$ cat config.mk
export PLATFORM = sky130hd
export DESIGN_NAME = multimode_counter
export DESIGN_NICKNAME = d
export VERILOG_FILES = /design/src/rtl/multimode_counter.sv
export SDC_FILE = /design/constraint.sdc
export NUM_CORES = 1
export LEC_CHECK = 0
export CAP_MARGIN = 20
export CELL_PAD_IN_SITES_DETAIL_PLACEMENT = 1
export CELL_PAD_IN_SITES_GLOBAL_PLACEMENT = 1
export CORE_MARGIN = 2
export CORE_UTILIZATION = 30
export DETAILED_ROUTE_END_ITERATION = 12
export MAX_ROUTING_LAYER = met4
export PLACE_DENSITY = 0.73
export SYNTH_ARGS = -nofsm -noshare
export SYNTH_HDL_FRONTEND = slang
export SYNTH_SLANG_ARGS = --single-unit
$ cat constraint.sdc
create_clock -name clock_i -period 2.7 [get_ports clock_i]
set_clock_uncertainty 0.05 [all_clocks]
set_input_delay 0.405 -clock clock_i [delete_from_list [all_inputs] [get_ports clock_i]]
set_output_delay 0.405 -clock clock_i [all_outputs]
set_load 0.02 [all_outputs]
$ cat src/rtl/multimode_counter.sv
// Parametrised up/down event counter with wrap, one-shot and ping-pong modes,
// a clock prescaler, synchronous load and a compare-match output.
module multimode_counter #(
  parameter  int MAX_COUNTER_VALUE = 33,
  parameter  int PRESCALE          = 1,
  localparam int W                 = $clog2(MAX_COUNTER_VALUE + 1),
  localparam int PW                = $clog2(PRESCALE + 1)
) (
  input  logic         clock_i,
  input  logic         reset_i,
  input  logic         enable_i,
  input  logic         direction_i,
  input  logic [1:0]   mode_i,
  input  logic         load_i,
  input  logic [W-1:0] load_val_i,
  input  logic [W-1:0] compare_val_i,
  output logic [W-1:0] counter_val_o,
  output logic         dir_o,
  output logic         finished_o,
  output logic         wrap_o,
  output logic         match_o
);

  typedef enum logic [1:0] {
    MODE_WRAP     = 2'b00,
    MODE_ONESHOT  = 2'b01,
    MODE_PINGPONG = 2'b10,
    MODE_RSVD     = 2'b11
  } mode_e;

  localparam logic [W-1:0]  MAX_W   = W'(MAX_COUNTER_VALUE);
  localparam logic [PW-1:0] PS_LAST = PW'(PRESCALE - 1);

  mode_e         mode;
  logic [W-1:0]  count_q, count_d;
  logic [PW-1:0] prescale_q, prescale_d;
  logic          dir_q, dir_d;
  logic          wrap_q, wrap_d;
  logic          eff_dir;
  logic [W-1:0]  terminal;
  logic          at_terminal;
  logic          tick;
  logic [W-1:0]  load_clamped;
  logic [W-1:0]  step_val;
  logic [W-1:0]  back_val;

  assign mode         = mode_e'(mode_i);
  assign eff_dir      = (mode == MODE_PINGPONG) ? dir_q : direction_i;
  assign terminal     = eff_dir ? '0 : MAX_W;
  assign at_terminal  = (count_q == terminal);
  assign tick         = enable_i && (prescale_q == PS_LAST);
  assign load_clamped = (load_val_i > MAX_W) ? MAX_W : load_val_i;
  // Only evaluated away from the matching bound, so neither can leave [0, MAX].
  assign step_val     = eff_dir ? count_q - W'(1) : count_q + W'(1);
  assign back_val     = eff_dir ? count_q + W'(1) : count_q - W'(1);

  always_comb begin
    count_d    = count_q;
    prescale_d = prescale_q;
    dir_d      = dir_q;
    wrap_d     = 1'b0;
    if (load_i) begin
      count_d    = load_clamped;
      prescale_d = '0;
      dir_d      = direction_i;
    end else if (enable_i) begin
      prescale_d = tick ? '0 : prescale_q + PW'(1);
      if (tick) begin
        case (mode)
          MODE_PINGPONG: begin
            if (at_terminal) begin
              dir_d   = ~dir_q;
              count_d = back_val;
              wrap_d  = 1'b1;
            end else begin
              count_d = step_val;
            end
          end
          MODE_ONESHOT: begin
            if (!at_terminal) count_d = step_val;
          end
          default: begin
            if (at_terminal) begin
              count_d = eff_dir ? MAX_W : '0;
              wrap_d  = 1'b1;
            end else begin
              count_d = step_val;
            end
          end
        endcase
      end
    end
  end

  always_ff @(posedge clock_i) begin
    if (reset_i) begin
      count_q    <= '0;
      prescale_q <= '0;
      dir_q      <= 1'b0;
      wrap_q     <= 1'b0;
    end else begin
      count_q    <= count_d;
      prescale_q <= prescale_d;
      dir_q      <= dir_d;
      wrap_q     <= wrap_d;
    end
  end

  assign counter_val_o = count_q;
  assign dir_o         = eff_dir;
  assign wrap_o        = wrap_q;
  assign finished_o    = (mode == MODE_ONESHOT) && at_terminal;
  assign match_o       = (count_q == compare_val_i);

endmodule

* Word level (Yosys, flattened, before mapping)
Cells that the tools add are included.
** Storage, ports and cells
- Register bits after elaboration :: 9
- Bits of input ports :: 19
- Output and inout bits :: 10
- Logic and storage cells :: 47
** Cells by class
- Add/sub/neg operators :: 3
- $lt $le $gt $ge :: 1
- Eq/ne operators :: 5
- Mux-type cells :: 20
- Bitwise logic cells :: 4
- Reduce and logical (&&, ||, !) cells :: 10
** Operators with widths (number)
- $mux 6 :: 11
- $eq 6x6->1 :: 2
- $pmux 6 s2 :: 1
- $mux 1 :: 8
- $reduce_bool 2->1 :: 4
- $add 6x1->6 const B :: 1
- $gt 6x6->1 const B :: 1
- $sub 6x1->6 const B :: 1
- $reduce_or 5->1 :: 1
- $not 1->1 :: 4
- $reduce_and 4->1 :: 1
- $ne 3x3->1 const B :: 1
- $reduce_and 3->1 :: 1
- $eq 2x1->1 const B :: 1
- $eq 2x2->1 const B :: 1
- $logic_and 1x1->1 :: 2
- $reduce_or 2->1 :: 1
- $add 1x1->1 const B :: 1

* Longest topological paths before layout
- Depth after elaboration :: 9
- Mapped depth :: 10
- Gate-level depth less buffers :: 8

* Worst setup path after synthesis
OpenSTA, ideal clock, no wires.
- Kind :: input -> register
- From :: input port mode_i[0]
- To :: register count_q[0], in the netlist counter_val_o[0]
- Library setup time :: 0.116 ns
- Data arrival time :: 2.487 ns
- Data required time :: 2.534 ns
- Path slack :: 0.047 ns
- Cell stages on the path :: 10
- Buffers on the path :: 2
- Path through :: inv_1 -> ha_1 -> buf_2 -> mux2_4 -> buf_2 -> ha_1 -> nor3_2 -> and2_2 -> o21ai_1 -> a41o_1
** Between the ends
- Word-level cells in the longest chain between the ends :: 9
- Elaborated cells between the ends (all ways) :: 17
- Classes of those cells :: 4 x eq/ne; 12 x mux; 1 x reduce/logical
** Ends and longest elaborated chain
- start, declared :: RTL line 13 : input logic [1:0] mode_i,
- $eq 2x2->1 * :: RTL line 48 : assign eff_dir = (mode == MODE_PINGPONG) ? dir_q : direction_i;
- $mux 1 * :: RTL line 48
- via dir_o :: RTL line 18 : output logic dir_o,
- $mux 6 :: RTL line 49 : assign terminal = eff_dir ? '0 : MAX_W;
- $eq 6x6->1 :: RTL line 50 : assign at_terminal = (count_q == terminal);
- $mux 6, on equally long branches :: RTL line 83, 71
- $pmux 6 s2 :: RTL line 69 : case (mode)
- $mux 6 :: RTL line 68 : if (tick) begin
- $mux 6 :: RTL line 66 : end else if (enable_i) begin
- $mux 6 :: RTL line 62 : if (load_i) begin
- end signal, assigned :: RTL line 102 : count_q <= count_d;
- end, declared :: RTL line 35 : logic [W-1:0] count_q, count_d;
Mark *: on every way through the listed nets, which the timed path passes. The rest lies on a longest branch. The select of a mux whose other input is x is not followed.
A chain may end at the register's enable or synchronous reset.

* Final worst setup path
- From :: input port mode_i[0]
- To :: register count_q[1], in the netlist counter_val_o[1]
** Between the ends
- Word-level cells in the longest chain between the ends :: 9
- Elaborated cells between the ends (all ways) :: 16
- Classes of those cells :: 4 x eq/ne; 11 x mux; 1 x reduce/logical
** Ends and longest elaborated chain (RTL line)
- $eq 2x2->1 :: 48, 69
- $mux 1 :: 48
- $mux 6 :: 49
- $eq 6x6->1 :: 50
- $mux 6, on equally long branches :: 83, 71
- $pmux 6 s2 :: 69
- $mux 6 :: 68
- $mux 6 :: 66
- $mux 6 :: 62
Parallel ways exist; a longest one is shown, timed or not. The select of a mux whose other input is x is not followed.

==> impl_metrics.sql <==
INSERT INTO impl_metrics (metric_group, metric, value, unit) VALUES
('global_route', 'grt_use_total', '20.49', '%'),
('power', 'switching_power', '271.1', 'uW'),
('global_route', 'antenna_found_initial', '0', ''),
('die', 'core_region_area', '0.003689', 'sq mm'),
('placed_design', 'dp.cells', '228', ''),
('synthesis', 'number_of_flops_mapped_to_enable_cells_by_yosys', '0', ''),
('final_layout', 'syn_to_final_growth', '44.48', '%'),
('setup_path', 'start_kind', 'input pin', ''),
('clocking', 'clk_path_buf_depth', '2', ''),
('synthesis', 'average_instance_area_after_synthesis', '7.973', 'sq um'),
('routing', 'routed-via-count', '1334', ''),
('routing', 'drt-initial-drc-count', '63', ''),
('global_route', 'maximum_number_of_pins_on_one_net_before_global_route_repair', '14', ''),
('synthesis', 'synth.ff_latch_count', '9', ''),
('die', 'dieHeight', '66.08', 'um'),
('power', 'clkPwrFrac', '22.8', '%'),
('sta', 'min_period', '2633', 'ps'),
('final_layout', 'drive_gt1_share', '24.46', '%'),
('global_route', 'grt.overflow.total', '0', ''),
('routing', 'detailedRoute.firstPassIterationCount', '4', ''),
('synthesis', 'post_synth_num_cell_types', '59', ''),
('power', 'swShare', '39.32', '%'),
('job', 'maxCapViolations', '0', ''),
('sta', 'max_clock_freq', '379.8', 'MHz'),
('clocking', 'postCtsSetupBuffers', '0', ''),
('die', 'rows', '22', ''),
('power', 'share_seq_of_total_power', '22.5', '%'),
('synthesis', 'synth_top_area_share', '15.58', '%'),
('synthesis', 'synthDominantAreaCellType', 'dfxtp_1', ''),
('global_route', 'first_global_vias', '1406', ''),
('synthesis', 'post_synth_inst_count', '145', ''),
('worst_hold_path', 'timing.hold.worst.class', 'flop to flop', ''),
('sta', 'relSlewSlack', '60.65', '%'),
('power', 'static-leakage-power', '0.0006333', 'uW'),
('sta', 'setup_tns', '0', 'ps'),
('die', 'floorplan.die_area', '0.004367', 'sq mm'),
('placed_design', 'place_hpwl', '3.171', 'mm'),
('sta', 'final.period_utilization', '97.53', '%'),
('global_route', 'wire_length_of_the_first_global_routing_pass', '6.651', 'mm'),
('synthesis', 'synth.top_cells.by_count', 'dfxtp_1, inv_1, nand2_1', ''),
('setup_path', 'cp.required', '2790', 'ps'),
('power', 'p_per_area', '412.8', 'mW/mm^2'),
('setup_path', 'timing.critical_path.to_type', 'flop', ''),
('synthesis', 'synth_most_common_cell', 'dfxtp_1', ''),
('outcome', 'run_status', 'finished clean', ''),
('die', 'chip_width', '66.08', 'um'),
('die', 'boundaryPins', '29', ''),
('routing', 'drtAntennaViolNets', '0', ''),
('power', 'power_report.internal_total', '418.5', 'uW'),
('placed_design', 'port_buffers', '28', ''),
('clocking', 'cts_inserted_buffers', '3', ''),
('synthesis', 'synth-warning-count', '0', ''),
('setup_path', 'path_max_fanout', '8', ''),
('synthesis', 'synth_async_sr_flop_share', '0', '%'),
('sta', 'final-max-slew-violation-count', '0', ''),
('synthesis', 'synth-main-ff-cell', 'dfxtp_1', ''),
('sta', 'timing.final.hold_violations', '0', ''),
('routing', 'routedWlPerCell', '17.61', 'um'),
('routing', 'detail_route.wirelength', '4.085', 'mm'),
('clocking', 'cts_root_buf', 'clkbuf_8', ''),
('power', 'comb_power_share', '54.7', '%'),
('setup_path', 'criticalPathCategory', 'input pin to flop', ''),
('power', 'power', '689.6', 'uW'),
('die', 'initial_util', '31.34', '%'),
('sta', 'timing_worst_slew_pin_value', '589.4', 'ps'),
('clocking', 'ctsHtreeMaxLevel', '1', ''),
('routing', 'drc_errors', '0', ''),
('setup_path', 'worstPathArrival', '2720', 'ps'),
('clocking', 'clk_latency', '230', 'ps'),
('sta', 'timing.final.setup_violations', '0', ''),
('synthesis', 'syn_area', '0.001156', 'sq mm'),
('final_layout', 'fin_nets', '210', ''),
('power', 'power.ir.vdd_worst', '282.6', 'uV'),
('final_layout', 'layoutNonFillerInstCount', '232', ''),
('placed_design', 'finalWeightedCongestion', '0.9021', ''),
('synthesis', 'mapped_nets', '170', ''),
('synthesis', 'synth.top_cells.by_area', 'dfxtp_1, ha_1, xor2_1', ''),
('clocking', 'cts_hold_repair.buffers', '0', ''),
('synthesis', 'synth-seq-area-share', '15.58', '%'),
('final_layout', 'antenna_cells_inserted', '0', ''),
('clocking', 'clkSinkCount', '9', ''),
('clocking', 'tritoncts', 'yes', ''),
('routing', 'via_per_inst', '5.750', ''),
('clocking', 'cts.clk_slew.worst_paths', '50', 'ps');
stage by stage:
step	hold WS, ps	worst slack [ps]	instance area (sq um)	utilization (%)
floorplan	417.7	46.90	1156	-
global placement	426.9	-476.9	1574	42.67
detailed placement	437.6	-553.0	1574	42.67
CTS	444.3	-1.290	1629	44.17
global route	455.7	-10.82	1670	45.28
finish	439.7	66.72	1670	45.28
registers in the layout, summed over array words and instances, names as in the netlist:
name and flops:
dir_q 1, prescale_q 1, counter_val_o 6, wrap_o 1
worst max-delay path, cell delays in order:
cell,delay (ps)
clkdlybuf4s50_1,480
inv_1,50
ha_1,230
mux2_4,340
ha_4,280
buf_4,140
nor2_4,80
a311oi_2,300
o221ai_2,170
a311oi_2,250
layer usage:
metal / wire length (um) / GRT usage (%) / part of all wire, % / vias up
met4: 125 / 8.163 / 3.1 / 0
li1: - / - / - / 628
met1: 1751 / 23.63 / 43 / 659
met5: 0 / - / 0 / -
met2: 2081 / 34.63 / 51 / 35
met3: 126 / 4.259 / 3.1 / 12
final timing paths:
kind                    from          endpoint  slack [ps]  cells after the start
setup / recovery   mode_i[0]  counter_val_o[1]          70                     10
hold / removal    prescale_q        prescale_q         440                      1
setup reg to reg       dir_q  counter_val_o[1]         680                      7
hold reg to reg   prescale_q        prescale_q         440                      1
cell usage in the layout (no fill, tap or decap), types with 3 or more instances in the layout:
cell,n
buf_4,18
a211oi_1,3
xnor2_1,5
a21oi_1,5
clkbuf_8,3
inv_1,8
nor4_1,3
dfxtp_1,9
nand2_1,8
nor2_1,6
xor2_1,7
nand4_1,4
o21ai_0,6
ha_1,5
nor3_1,7
clkdlybuf4s50_1,26
power by group through the flow:
stage / Sequential [uW] / Combinational, uW / Clock [uW]
final: 155 / 377 / 157
after global routing: 156 / 405 / 171
after CTS: 155 / 357 / 162
after detailed placement: 158 / 351 / 0
after global placement: 157 / 341 / 0
after floorplan: 163 / 215 / 0
timing repair:
item / 4_1_cts / 5_1_grt
endpoints found under the setup margin: 2 / 6
pin swaps: 1 / 3
resized for setup: 7 / 8
layout make-up:
class	count	area (sq um)
Fill cell	468	2018
Multi-Input combinational cell	114	915.9
Sequential cell	9	180.2
Tap cell	48	60.06
Timing Repair Buffer	47	430.4
Clock buffer	4	45.04
Inverter	10	38.79
kinds of logic after synthesis:
| group | share of synthesized area [%] |
|---|---|
| muxes | 3.896 |
| adders and majority gates | 6.493 |
| AOI/OAI and AO/OA | 28.57 |
| xor gates and xnor gates | 10.50 |
| and+or+nand+nor | 25.98 |
| DFF | 15.58 |
| buffers and inverters | 8.982 |
(Power assumes the default switching activity.)
